## src/rtl/sos_morse_tx.sv

```systemverilog
// sos_morse_tx: emits one Morse "S O S" word on a single serial line per
// start pulse. Element timing is derived from UNIT_CYCLES clocks per unit.
// Optional build macro SOS_TX_REPEAT_EN adds the repeat_mode input and the
// WGAP word gap so the word can loop continuously.
//
// state  | meaning
// -------+------------------------------------------------------------
// IDLE   | waiting for start, line low
// MARK   | line high for a dot (1 unit) or dash (3 units)
// ESPACE | 1-unit gap between elements of one letter
// LGAP   | 3-unit gap between letters
// WGAP   | 7-unit gap between repeated words (SOS_TX_REPEAT_EN only)

module sos_morse_tx #(
  parameter int UNIT_CYCLES = 4
) (
  input  logic       clk,
  input  logic       rst,
  input  logic       start,
`ifdef SOS_TX_REPEAT_EN
  input  logic       repeat_mode,
`endif
  output logic       out,
  output logic       busy,
  output logic       done,
  output logic [1:0] letter_idx,
  output logic [2:0] current_state
);

`ifdef SOS_TX_REPEAT_EN
  // The word gap is 7 units, longer than any element, so the counter is sized for it.
  localparam int CW = $clog2(7 * UNIT_CYCLES) + 1;
`else
  localparam int CW = $clog2(3 * UNIT_CYCLES) + 1;
`endif

  localparam logic [CW-1:0] TC_UNIT = CW'(UNIT_CYCLES - 1);
  localparam logic [CW-1:0] TC_DASH = CW'(3 * UNIT_CYCLES - 1);
`ifdef SOS_TX_REPEAT_EN
  localparam logic [CW-1:0] TC_WORD = CW'(7 * UNIT_CYCLES - 1);
`endif

  typedef enum logic [2:0] {
    IDLE   = 3'd0,
    MARK   = 3'd1,
    ESPACE = 3'd2,
`ifdef SOS_TX_REPEAT_EN
    LGAP   = 3'd3,
    WGAP   = 3'd4
`else
    LGAP   = 3'd3
`endif
  } state_t;

  state_t          state;
  logic [CW-1:0]   unit_cnt;
  logic [1:0]      elem_cnt;
  logic [CW-1:0]   mark_tc;
`ifdef SOS_TX_REPEAT_EN
  logic            rep_armed;
`endif

  assign current_state = state;

  // The middle letter (O) is built from dashes; both S letters from dots.
  always_comb begin
    mark_tc = TC_UNIT;
    if (letter_idx == 2'd1) mark_tc = TC_DASH;
  end

  // Sequencer: all outputs are registered alongside the state.
  always_ff @(posedge clk) begin
    if (rst) begin
      state      <= IDLE;
      unit_cnt   <= '0;
      elem_cnt   <= '0;
      letter_idx <= '0;
      out        <= 1'b0;
      busy       <= 1'b0;
      done       <= 1'b0;
`ifdef SOS_TX_REPEAT_EN
      rep_armed  <= 1'b0;
`endif
    end else begin
      done <= 1'b0;
      case (state)
        IDLE: begin
          unit_cnt   <= '0;
          elem_cnt   <= '0;
          letter_idx <= '0;
          if (start) begin
            state <= MARK;
            out   <= 1'b1;
            busy  <= 1'b1;
`ifdef SOS_TX_REPEAT_EN
            rep_armed <= repeat_mode;
`endif
          end
        end

        MARK: begin
          if (unit_cnt == mark_tc) begin
            unit_cnt <= '0;
            out      <= 1'b0;
            if (elem_cnt != 2'd2) begin
              state <= ESPACE;
            end else if (letter_idx != 2'd2) begin
              state <= LGAP;
`ifdef SOS_TX_REPEAT_EN
            end else if (repeat_mode || rep_armed) begin
              // A word that started in repeat mode always gets its word gap;
              // the decision to stop is taken at the end of that gap.
              state    <= WGAP;
              elem_cnt <= '0;
`endif
            end else begin
              state      <= IDLE;
              busy       <= 1'b0;
              done       <= 1'b1;
              elem_cnt   <= '0;
              letter_idx <= '0;
            end
          end else begin
            unit_cnt <= unit_cnt + CW'(1);
          end
        end

        ESPACE: begin
          if (unit_cnt == TC_UNIT) begin
            unit_cnt <= '0;
            elem_cnt <= elem_cnt + 2'd1;
            state    <= MARK;
            out      <= 1'b1;
          end else begin
            unit_cnt <= unit_cnt + CW'(1);
          end
        end

        LGAP: begin
          if (unit_cnt == TC_DASH) begin
            unit_cnt   <= '0;
            elem_cnt   <= '0;
            letter_idx <= letter_idx + 2'd1;
            state      <= MARK;
            out        <= 1'b1;
          end else begin
            unit_cnt <= unit_cnt + CW'(1);
          end
        end

`ifdef SOS_TX_REPEAT_EN
        WGAP: begin
          if (unit_cnt == TC_WORD) begin
            unit_cnt   <= '0;
            elem_cnt   <= '0;
            letter_idx <= '0;
            if (repeat_mode) begin
              state     <= MARK;
              out       <= 1'b1;
              rep_armed <= 1'b1;
            end else begin
              state     <= IDLE;
              busy      <= 1'b0;
              done      <= 1'b1;
              rep_armed <= 1'b0;
            end
          end else begin
            unit_cnt <= unit_cnt + CW'(1);
          end
        end
`endif

        default: begin
          state      <= IDLE;
          unit_cnt   <= '0;
          elem_cnt   <= '0;
          letter_idx <= '0;
          out        <= 1'b0;
          busy       <= 1'b0;
        end
      endcase
    end
  end

endmodule
```

## config.mk

```make
export PLATFORM = sky130hd
export DESIGN_NAME = sos_morse_tx
export DESIGN_NICKNAME = d
export VERILOG_FILES = /design/src/rtl/sos_morse_tx.sv
export SDC_FILE = /design/constraint.sdc
export NUM_CORES = 1
export LEC_CHECK = 0
export CORE_MARGIN = 2
export CORE_UTILIZATION = 45
export DETAILED_ROUTE_END_ITERATION = 8
export GPL_ROUTABILITY_DRIVEN = 0
export HOLD_SLACK_MARGIN = 0.06
export MAX_ROUTING_LAYER = met4
export PLACE_DENSITY = 0.68
export RECOVER_POWER = 25
export SLEW_MARGIN = 0
export SYNTH_ARGS = -nofsm -noshare
export SYNTH_HDL_FRONTEND = slang
export SYNTH_SLANG_ARGS = --single-unit
```

## constraint.sdc

```tcl
create_clock -name clk -period 2.2 [get_ports clk]
set_input_delay 0.55 -clock clk [delete_from_list [all_inputs] [get_ports clk]]
set_output_delay 0.55 -clock clk [all_outputs]
set_load 0.01 [all_outputs]
```

==> summary.md, run 1 <==
| Metric | Value |
|---|---|
| Outcome | complete, no violations |
| Worst setup path category | reg2reg |
| Period utilisation layout | 83.8% |
| Ys async rst share | 0% |
| Slew @ Worst Pin | 0.504 ns |
| Post-synth top cells | dfxtp_1, nand3_1, a21oi_1, inv_1 |
| Seq cells post-synth | 14 |
| Pre-antenna DRT Iters | 4 |
| Placed insts | 110 |
| Core ar. | 1540 µm² |
| Main synth FF type | dfxtp_1 |
| Worst EP required | 2.36 ns |
| Slew Viols, Final | 0 |
| Final setup violation count | 0 |
| Clk slew on worst S/H paths | 0.08 ns |
| Die height | 45.1 µm |
| Area leader, netlist | dfxtp_1 |
| Finished Core Util | 58.2% |
| Htree depth | 1 |
| Cell count after synthesis | 88 |
| Post-Route Setup TNS | 0 ns |
| Number of global-route vias before repair | 571 |
| FF-to-FF End | busy$_SDFFE_PP0P_ |
| Hold WC Path Type | reg2reg |
| Clock Skews | 0.00324 ns |
| Final WL | 1420 µm |
| Sequential Power Share | 52.7% |
| Most frequent cell after synthesis | dfxtp_1 |
| F_max | 542 MHz |
| Wire per inst | 12.4 µm |
| Crit path to | busy$_SDFFE_PP0P_ |
| CTS Hold Buffers Added | 0 |
| Total track usage | 16.7% |
| Post-synth EDFFs | 0 |
| Slew headroom | 66.3% |
| # rows | 14 |
| Peak VDD IR | 395 µV |
| Number of CTS-inserted buffers | 3 |
| Switching share of total power | 22.7% |
| Sw Pwr | 115 µW |
| Routed Antenna Nets | 0 |
| CTS sink count | 14 |
| Fin nets | 106 |
| Clock share of power | 35.7% |
| Die width | 45.1 µm |
| Critical Path Start | unit_cnt[0]$_SDFF_PP0_ |
| Num ports | 11 |
| Worst Reg-to-Reg Cells | 5 |
| Ys Warns | 0 |
| DRC | 0 |
| Clk_lat worst skew | 0.28 ns |
| Grt peak-use layer | met2 |
| Antenna diode count | 0 |
| Die area | 2030 µm² |
| Post-Syn Area | 758 µm² |
| Fillers | 136 |
| DRT iter0 DRCs | 5 |
| First-pass GRT wire length | 2350 µm |
| Pwr Density | 563 nW/µm² |
| Reg2reg start | unit_cnt[0]$_SDFF_PP0_ |
| Initial core utilization | 49.2% |
| Gates resized, CTS repair | 0 |
| M3 GR Usage | 6.00% |
| Mapped Nets | 95 |
| Seq/Total Area, Yosys | 37.0% |
| R2R setup slack | 0.36 ns |
| Setup repair bufs after CTS | 0 |
| Port bufs | 9 |
| CP Capture Type | flop |
| CP Max Fanout | 5 |
| Largest net degree at the start of global routing | 16 |
| Share of layout cells above drive strength 1 | 10.2% |
| Non-filler cells, final | 114 |
| Synth-to-Final Area Change | 18.3% |
| Initial antenna violation count | 0 |
| Internal | 390 µW |
| M2 GR Usage | 27.1% |
| Combinational power share | 11.6% |
| CTS tree | yes |
| Root buffer cell | clkbuf_4 |
| Via count | 623 |
| Crit path time final | 1.84 ns |
| Max cap viols | 0 |
| RSZ-0062 raised after global routing | no |
| Arr. time, crit path | 2.00 ns |
| M1 GR Usage | 19.2% |
| GRT Residual Overflow | 0 |
| Post-synth cell types | 36 |
| Avg Cell Area, Syn | 8.62 µm² |
| Avg Vias per Cell | 5.46 |
| Post-DP HPWL | 1080 µm |
| Startpoint types | flop |
| Top post-synthesis cells by area | dfxtp_1, ha_1, nand3_1 |
| Leakage Power | 0.339 nW |
| Share of Yosys cell area claimed by the top area cell type | 37.0% |
| Final Hold Viols | 0 |
| Max clock buf depth | 2 |
==> state kept, by name, indices dropped and copies added, names as in the netlist <==
name	cells
out	1
letter_idx	2
elem_cnt	2
done	1
busy	1
current_state	2
unit_cnt	5
==> power by group through the flow <==
stage	combinational (mW)	sequential, mW	clock, mW
6_report	0.0584	0.266	0.180
5_1_grt	0.0638	0.267	0.196
2_1_floorplan	0.0319	0.276	0
3_3_place_gp	0.0596	0.272	0
3_5_place_dp	0.0594	0.272	0
4_1_cts	0.0597	0.266	0.186
==> worst min-delay path by stage <==
stage / startpoint / cells past startpoint / endpoint / slack [ns]
2_1_floorplan: unit_cnt[0]$_SDFF_PP0_ / 1 / unit_cnt[0]$_SDFF_PP0_ / 0.42
3_3_place_gp: unit_cnt[0]$_SDFF_PP0_ / 1 / unit_cnt[0]$_SDFF_PP0_ / 0.43
3_5_place_dp: unit_cnt[0]$_SDFF_PP0_ / 1 / unit_cnt[0]$_SDFF_PP0_ / 0.45
4_1_cts: unit_cnt[0]$_SDFF_PP0_ / 1 / unit_cnt[0]$_SDFF_PP0_ / 0.46
5_1_grt: unit_cnt[0]$_SDFF_PP0_ / 1 / unit_cnt[0]$_SDFF_PP0_ / 0.47
6_report: unit_cnt[0]$_SDFF_PP0_ / 1 / unit_cnt[0]$_SDFF_PP0_ / 0.45
==> area by class of cell <==
type	instances	area, µm²	share of cell area [%]
Clock buffer	4	36.3	4.04
Inverter	5	18.8	2.09
Multi-Input combinational cell	64	437	48.7
Sequential cell	14	280	31.2
Tap cell	16	20.0	2.23
Timing Repair Buffer	11	105	11.7
==> kinds of logic after synthesis <==
kind of cell | synth area share, %
buffers and inverters | 5.45
xor gates and xnor gates | 5.78
and+or+nand+nor | 24.6
other | 0.495
AOI/OAI and AO/OA | 20.1
DFF | 37.0
adders and majority gates | 6.60
==> cells in the final DEF, fill, tap and decap left out, types with 2 or more instances in the layout <==
master / count
dfxtp_1: 14
nand3_1: 7
clkdlybuf4s50_1: 6
inv_1: 5
a21oi_1: 5
o31ai_1: 4
ha_1: 4
xor2_1: 3
nor2_1: 3
o21ai_0: 3
and2_1: 3
nand2b_1: 3
nand2_1: 3
clkbuf_4: 3
dlygate4sd3_1: 3
xnor2_1: 2
nor3_1: 2
nor2b_1: 2
nand4_1: 2
a31oi_1: 2
buf_4: 2
==> metal layers <==
| metal | part of all wire, % | routed length (µm) |
|---|---|---|
| met5 | 0 | 0 |
| met4 | 0.99 | 14 |
| met3 | 4.1 | 58 |
| met2 | 47 | 667 |
| met1 | 48 | 676 |
==> critical path, stage by stage (launching register included) <==
cell and delay [ns]:
dfxtp_1 0.35, ha_1 0.22, or3b_4 0.42, or4_4 0.51
o21ai_1 0.15, a21oi_1 0.07
==> metrics by stage <==
step | instance area [µm²] | total power, mW | hold WS [ns] | setup WS (ns)
3_3_place_gp | 861 | 0.331 | 0.430 | 0.302
4_1_cts | 897 | 0.512 | 0.460 | 0.343
6_report | 897 | 0.505 | 0.451 | 0.356
3_5_place_dp | 861 | 0.332 | 0.446 | 0.327
5_1_grt | 897 | 0.527 | 0.473 | 0.263
2_1_floorplan | 758 | 0.308 | 0.421 | 0.445
(Power assumes the default switching activity.)
==> run 2, diff against run 1 <==
clock period = 1.81 ns   (was 2.2 ns; I/O delays follow)
==> summary.md, run 2 (same netlist as run 1, synthesis figures left out) <==
| Metric | Value |
|---|---|
| Initial core utilization | 49.2% |
| Final Total Pwr | 575 µW |
| Placed instance area | 906 µm² |
| Hold WC Path Type | reg2reg |
| Sequential Power Share | 56.9% |
| Combinational power share | 12.6% |
| Final setup violation count | 0 |
| First-pass GRT wire length | 2740 µm |
| Non-filler cells, final | 119 |
| Number of CTS-inserted buffers | 3 |
| Fin nets | 112 |
| Largest net degree at the start of global routing | 11 |
| Fillers | 139 |
| Port bufs | 9 |
| Outcome | complete, no violations |
| Max clock buf depth | 2 |
| Final Hold Viols | 0 |
| Synth-to-Final Area Change | 23.3% |
| Leakage Power | 0.363 nW |
| Commonest non-fill, non-tap cell in the layout | dfxtp_1 |
| Period utilisation layout | 96.5% |
| Share of layout cells above drive strength 1 | 17.5% |
| CTS sink count | 14 |
| Sw Pwr | 142 µW |
| Routed Antenna Nets | 0 |
| DRC | 0 |
| Clock share of power | 30.5% |
| Startpoint types | flop |
| Via count | 705 |
| WHS Path Cells | 1 |
| CTS tree | yes |
| Worst setup path category | reg2reg |
| Die width | 45.1 µm |
| Total track usage | 18.8% |
| DRT iter0 DRCs | 27 |
| Core ar. | 1540 µm² |
| Die area | 2030 µm² |
| Number of global-route vias before repair | 692 |
| # rows | 14 |
| Clk slew on worst S/H paths | 0.08 ns |
| Avg Vias per Cell | 5.92 |
| Peak VDD IR | 439 µV |
| Root buffer cell | clkbuf_4 |
| Most frequent cells in the layout | dfxtp_1, buf_4, nand3_1, clkdlybuf4s50_1 |
| Switching share of total power | 24.7% |
| Worst Reg-to-Reg Cells | 5 |
| Clock Skews | 0.00193 ns |
| Initial antenna violation count | 0 |
| Clk_lat worst skew | 0.28 ns |
| Finished Core Util | 60.6% |
| Post-route cell area | 935 µm² |
| GRT Residual Overflow | 0 |
| Crit path time final | 1.75 ns |
| Num ports | 11 |
| Slew Viols, Final | 0 |
| Htree depth | 1 |
| F_max | 573 MHz |
| Arr. time, crit path | 1.92 ns |
| Wire per inst | 13.0 µm |
| Post-DP HPWL | 1200 µm |
| RSZ-0062 raised after global routing | yes |
| CP Max Fanout | 5 |
| Worst EP required | 1.98 ns |
| Post-Route Setup TNS | 0 ns |
| Largest register FFs | 5 |
| Placed insts | 116 |
| Die height | 45.1 µm |
| Max cap viols | 0 |
| Final WL | 1550 µm |
| Antenna diode count | 0 |
| Reg with most FFs | unit_cnt |
| Internal | 433 µW |
| Setup repair bufs after CTS | 0 |
| CP Capture Type | flop |
| Pre-antenna DRT Iters | 4 |
| Pwr Density | 615 nW/µm² |
==> run 2: cell types whose count changed in the layout (fill, tap and decap cells not counted), sizes merged <==
cell,change
clkbuf,-1
buf,+6
==> run 2: worst paths after layout <==
check        slack (ns)                     end                    from
max reg2reg        0.06       busy$_SDFFE_PP0P_  unit_cnt[1]$_SDFF_PP0_
max                0.06       busy$_SDFFE_PP0P_  unit_cnt[1]$_SDFF_PP0_
min                0.41  unit_cnt[0]$_SDFF_PP0_  unit_cnt[0]$_SDFF_PP0_
min reg2reg        0.41  unit_cnt[0]$_SDFF_PP0_  unit_cnt[0]$_SDFF_PP0_
==> run 2: layer usage <==
layer  GRT usage (%)  share of wire [%]  vias to the layer above
li1                -                  -                      349
met1            24.0                 48                      332
met2            28.3                 46                       22
met3            2.40                4.1                        2
met4            11.2                1.2                        0
met5               -                  0                        -
==> run 2: final cells by class <==
class	instances	area, µm²	share of cell area, %
Tap cell	16	20.0	2.14
Clock buffer	3	22.5	2.41
Sequential cell	14	283	30.3
Timing Repair Buffer	17	150	16.1
Inverter	5	18.8	2.01
Multi-Input combinational cell	64	440	47.1
==> run 2: worst max-delay path: stages, from the launching register on <==
cell     delay (ns)
dfxtp_1        0.34
ha_1           0.16
or3b_4         0.41
or4_4          0.53
o21ai_2        0.14
a21oi_1        0.07
==> run 2: power groups by stage <==
stage	Combinational, mW	Clock [mW]	Sequential [mW]
detailed placement	0.0724	0	0.334
floorplan	0.0387	0	0.335
global placement	0.0723	0	0.334
global route	0.0794	0.187	0.330
CTS	0.0730	0.177	0.327
finish	0.0725	0.175	0.327
==> run 2: stage by stage <==
step,setup slack (ns),hold slack (ns)
5_1_grt,-0.0103,0.439
3_3_place_gp,0.0844,0.431
2_1_floorplan,0.0547,0.421
6_report,0.0641,0.415
3_5_place_dp,0.0575,0.437
4_1_cts,0.00806,0.450
==> run 2: what timing repair did <==
| action | 4_1_cts | 5_1_grt |
|---|---|---|
| endpoints found under the setup margin | 0 | 7 |
| gates resized for setup | 0 | 3 |
| hold endpoints to repair | 0 | 0 |
| hold buffers | 0 | 0 |
==> run 3, diff against run 2 <==
RECOVER_POWER = 50   (was 25)
==> summary.md, run 3 (same netlist as run 1, synthesis figures left out) <==
| Metric | Value |
|---|---|
| Largest register FFs | 5 |
| Outcome | complete, no violations |
| Startpoint types | flop |
| Post-DP HPWL | 1200 µm |
| Final Hold Viols | 0 |
| Finished Core Util | 60.4% |
| Sw Pwr | 141 µW |
| Peak VDD IR | 439 µV |
| Max cap viols | 0 |
| Die area | 2030 µm² |
| Routed Antenna Nets | 0 |
| Antenna diode count | 0 |
| Clock Skews | 0.000896 ns |
| Reg with most FFs | unit_cnt |
| Final Total Pwr | 573 µW |
| Post-route cell area | 931 µm² |
| F_max | 574 MHz |
| Avg Vias per Cell | 5.87 |
| Final setup violation count | 0 |
| Internal | 432 µW |
| CTS sink count | 14 |
| DRC | 0 |
| Num ports | 11 |
| Switching share of total power | 24.6% |
| Root buffer cell | clkbuf_4 |
| Clk slew on worst S/H paths | 0.08 ns |
| Arr. time, crit path | 1.92 ns |
| Combinational power share | 12.5% |
| Via count | 698 |
| Die width | 45.1 µm |
| Final WL | 1540 µm |
| Sequential Power Share | 57.1% |
| # rows | 14 |
| Worst setup margin | 0.0667 ns |
| Period utilisation layout | 96.3% |
| Max clock buf depth | 2 |
| Clock share of power | 30.4% |
| Critical Path Start | unit_cnt[1]$_SDFF_PP0_ |
| CP Max Fanout | 5 |
| Largest net degree at the start of global routing | 11 |
| RSZ-0062 raised after global routing | yes |
| Synth-to-Final Area Change | 22.8% |
| Htree depth | 1 |
| Worst EP required | 1.98 ns |
| Clk_lat worst skew | 0.28 ns |
| Total track usage | 18.8% |
| Wire per inst | 12.9 µm |
| DP Worst Slack | 0.0575 ns |
| Hold wc startpoint | unit_cnt[0]$_SDFF_PP0_ |
| Number of CTS-inserted buffers | 3 |
| DRT iter0 DRCs | 24 |
| Initial core utilization | 49.2% |
| Pre-antenna DRT Iters | 4 |
| Die height | 45.1 µm |
| Reg2reg start | unit_cnt[1]$_SDFF_PP0_ |
| Share of layout cells above drive strength 1 | 16.5% |
| First-pass GRT wire length | 2740 µm |
| Worst setup path category | reg2reg |
| Number of global-route vias before repair | 692 |
| Initial antenna violation count | 0 |
| Port bufs | 9 |
| Fin nets | 112 |
| Crit path time final | 1.74 ns |
| Core ar. | 1540 µm² |
| GRT Residual Overflow | 0 |
| Placed instance area | 906 µm² |
| Leakage Power | 0.362 nW |
| Hold WC Path Type | reg2reg |
| CTS tree | yes |
| CP Capture Type | flop |
| Pwr Density | 616 nW/µm² |
| Slew Viols, Final | 0 |
| Commonest non-fill, non-tap cell in the layout | dfxtp_1 |
| Most frequent cells in the layout | dfxtp_1, nand3_1, buf_4 |
-- run 3: changes by cell type in the layout (fill, tap and decap cells not counted), sizes merged --
cell,previous run,this run
dlygate4sd3,3,4
buf,8,7
clkdlybuf4s50,6,5
clkbuf,3,4
-- run 3: routing by layer --
| metal | global-route usage (%) | share of wire (%) |
|---|---|---|
| met1 | 24.0 | 49 |
| met2 | 28.3 | 46 |
| met3 | 2.40 | 3.5 |
| met4 | 11.2 | 1.4 |
| met5 | - | 0 |
-- run 3: what timing repair did --
item	4_1_cts	5_1_grt
setup buffers	0	0
gates resized for setup	0	3
hold buffers	0	0
setup endpoints to repair	0	7
-- run 3: power groups by stage --
stage	sequential, mW	combinational [mW]	clock [mW]
finish	0.327	0.0718	0.174
global route	0.329	0.0787	0.187
CTS	0.327	0.0730	0.177
detailed placement	0.334	0.0724	0
global placement	0.334	0.0723	0
floorplan	0.335	0.0387	0
-- run 3: final cells by class --
class | count | area, µm²
sequential | 14 | 283
inverter | 5 | 18.8
multi-input combinational | 64 | 440
clock buffer | 3 | 22.5
fill | 140 | 611
timing repair buffer | 17 | 146
tap | 16 | 20.0
-- run 3: path summary, 6_finish.rpt --
path / depth (start not counted) / endpoint / slack (ns)
max: 5 / busy$_SDFFE_PP0P_ / 0.07
min: 1 / unit_cnt[0]$_SDFF_PP0_ / 0.41
max reg2reg: 5 / busy$_SDFFE_PP0P_ / 0.07
min reg2reg: 1 / unit_cnt[0]$_SDFF_PP0_ / 0.41
-- run 3: metrics by stage --
stage          cells  hold slack [ns]  TNS, ns
4_1_cts          119            0.450        0
3_5_place_dp     116            0.437        0
3_3_place_gp     116            0.431        0
5_1_grt          119            0.439  -0.0133
2_1_floorplan     88            0.421        0
6_report         119            0.414        0
-- run 3: critical path, cell delays in order (launching register included) --
cell and delay (ns):
dfxtp_1 0.34, ha_1 0.16, or3b_4 0.41, or4_4 0.53
o21ai_2 0.14, a21oi_1 0.07
==> variant (flow settings as in run 2) <==
Change the parameter `UNIT_CYCLES` from 4 to 8.
--- a/src/rtl/sos_morse_tx.sv
+++ b/src/rtl/sos_morse_tx.sv
@@ -12,7 +12,7 @@
 // WGAP   | 7-unit gap between repeated words (SOS_TX_REPEAT_EN only)
 
 module sos_morse_tx #(
-  parameter int UNIT_CYCLES = 4
+  parameter int UNIT_CYCLES = 8
 ) (
   input  logic       clk,
   input  logic       rst,
Function: changed (Yosys sat finds a counterexample within 10 cycles, from zero or initial values and one cycle with rst high).
==> variant against run 2 <==
Setup slack gained 0.046 ns; core utilization shrank 4.2 points; sequential cell count grew 1; global-route usage shrank 1.0 points; routed wire length grew 1.2%; final area grew 4.3%; area after synthesis grew 9.6%; power grew 2.3%.
==> variant: results (changes against run 2) <==
The run finished with clean final reports. Number of inserted filler cells in the final layout: 173 (+24%). Ranked by instance count, the synthesized netlist is headed by dfxtp_1, nor2_1, a21oi_1, inv_1. The average routed wire per standard cell is 11.4 µm (-12%), and the flip-flop count of the largest register after layout is 6 (+1).

The post-DP HPWL came out at 1.18 mm (-1.2%). Sequential-to-total area share from yosys stat: 36.1% (-0.82 points). The logs give 120 (+7.1%) for the final net count and 139 µW (-2.4%) for the net load switching power. Grouping stages by cell kind, the critical path spends the most delay in buffers and inverters. Maximum vdd ir drop: 0.443 mV (+1.0%). For this design, the slowest cell found on the critical path is clkdlybuf4s50_1.

The total number of vias came out at 723 (+2.6%). Detailed router's first-iteration violation count: 16 (-41%). Count of port buffers added during placement: 9 (unchanged). The run gives 0.342 nW (-5.8%) as the reported leakage power. The share of final-layout standard cells stronger than drive strength 1 was 9.82% (-7.7 points). The run gives 2.69 mm (-1.8%) as the wire length of the first global-routing pass. The logs give 662 (-4.3%) for the number of global-route vias before repair and 15 (+4) for the pin count of the biggest net entering global routing. The largest buffer count on any clock path was 2 (unchanged); the share of synthesized flip-flops with an asynchronous set or reset was 0% (unchanged). Yosys attributes the largest share of cell area to dfxtp_1, ha_1, nor2_1.

The logs give 1.25 ns (-0.67 ns) for the arrival time at the worst endpoint and 0 (unchanged) for the post-cts repair resize count. The logs give 17.8% (-1.0 points) for the total routing resource utilization after global routing and 106 (+12%) for the number of nets in the synthesized netlist. The number of post-CTS setup repair buffers came out at 0 (unchanged). The maximum single-stage delay on the critical path is 0.56 ns (+0.03 ns), and the number of distinct library cell variants in the gate-level netlist after synthesis is 34 (-5.6%). For the final worst clock skew, the log shows 0.00342 ns (+0.00150 ns).
-- variant: worst paths after layout --
kind / cells after the start / to / slack [ns] / from
worst min-delay path: 1 / unit_cnt[0] / 0.45 / unit_cnt[0]
worst max-delay path: 1 / letter_idx[0] / 0.11 / letter_idx[0]
worst min register to register: 1 / unit_cnt[0] / 0.45 / unit_cnt[0]
worst max register to register: 5 / unit_cnt[4] / 0.23 / current_state[1]
-- variant: cell families (layout without fill, tap and decap cells) --
family                   Yosys count  after routing  share of synthesized area, %
other                              1              1                         0.451
flip-flops                        15             15                          36.1
adder cells (fa/ha/maj)            4              4                          6.02
AND/OR/NAND/NOR                   39             39                          26.7
AO/OA/AOI/OAI                     22             22                          16.7
XOR/XNOR                           7              7                          7.38
buffers and inverters             11             24                          6.63
-- variant: metrics by stage --
step | setup slack (ns) | area (µm²) | utilization (%) | total power [mW] | std cells
floorplan | 0.320 | 831 | - | 0.378 | 99
global placement | 0.204 | 961 | 55.7 | 0.402 | 133
detailed placement | 0.194 | 961 | 55.7 | 0.403 | 133
CTS | 0.0950 | 987 | 57.2 | 0.598 | 137
global route | 0.0601 | 975 | 56.4 | 0.616 | 137
finish | 0.110 | 975 | 56.4 | 0.588 | 137
-- variant: final cells by class --
cell class	instances	area [µm²]	area share [%]
Tap cell	25	31.3	3.21
Clock buffer	4	26.3	2.70
Sequential cell	15	300	30.8
Inverter	5	18.8	1.93
Timing Repair Buffer	15	131	13.5
Multi-Input combinational cell	73	467	47.9
-- variant: power groups by stage --
stage,Clock (mW),Sequential (mW),Combinational (mW)
5_1_grt,0.214,0.341,0.0609
2_1_floorplan,0,0.352,0.0265
3_3_place_gp,0,0.348,0.0537
3_5_place_dp,0,0.349,0.0544
4_1_cts,0.203,0.341,0.0546
6_report,0.195,0.340,0.0535
-- variant: worst reg2reg max path, delay by kind of cell (launching register included) --
family                 cells  cell delay (ns)
flip-flops                 1             0.34
XOR/XNOR                   1             0.16
AO/OA/AOI/OAI              2             0.51
buffers and inverters      1             0.38
AND/OR/NAND/NOR            1             0.08
-- variant: metal layers --
layer	share of wire [%]	vias to the layer above	track usage [%]
met3	2.9	5	2.31
met5	0	-	-
met4	2.4	0	8.33
met1	46	335	20.7
met2	48	12	30.1
li1	-	371	-
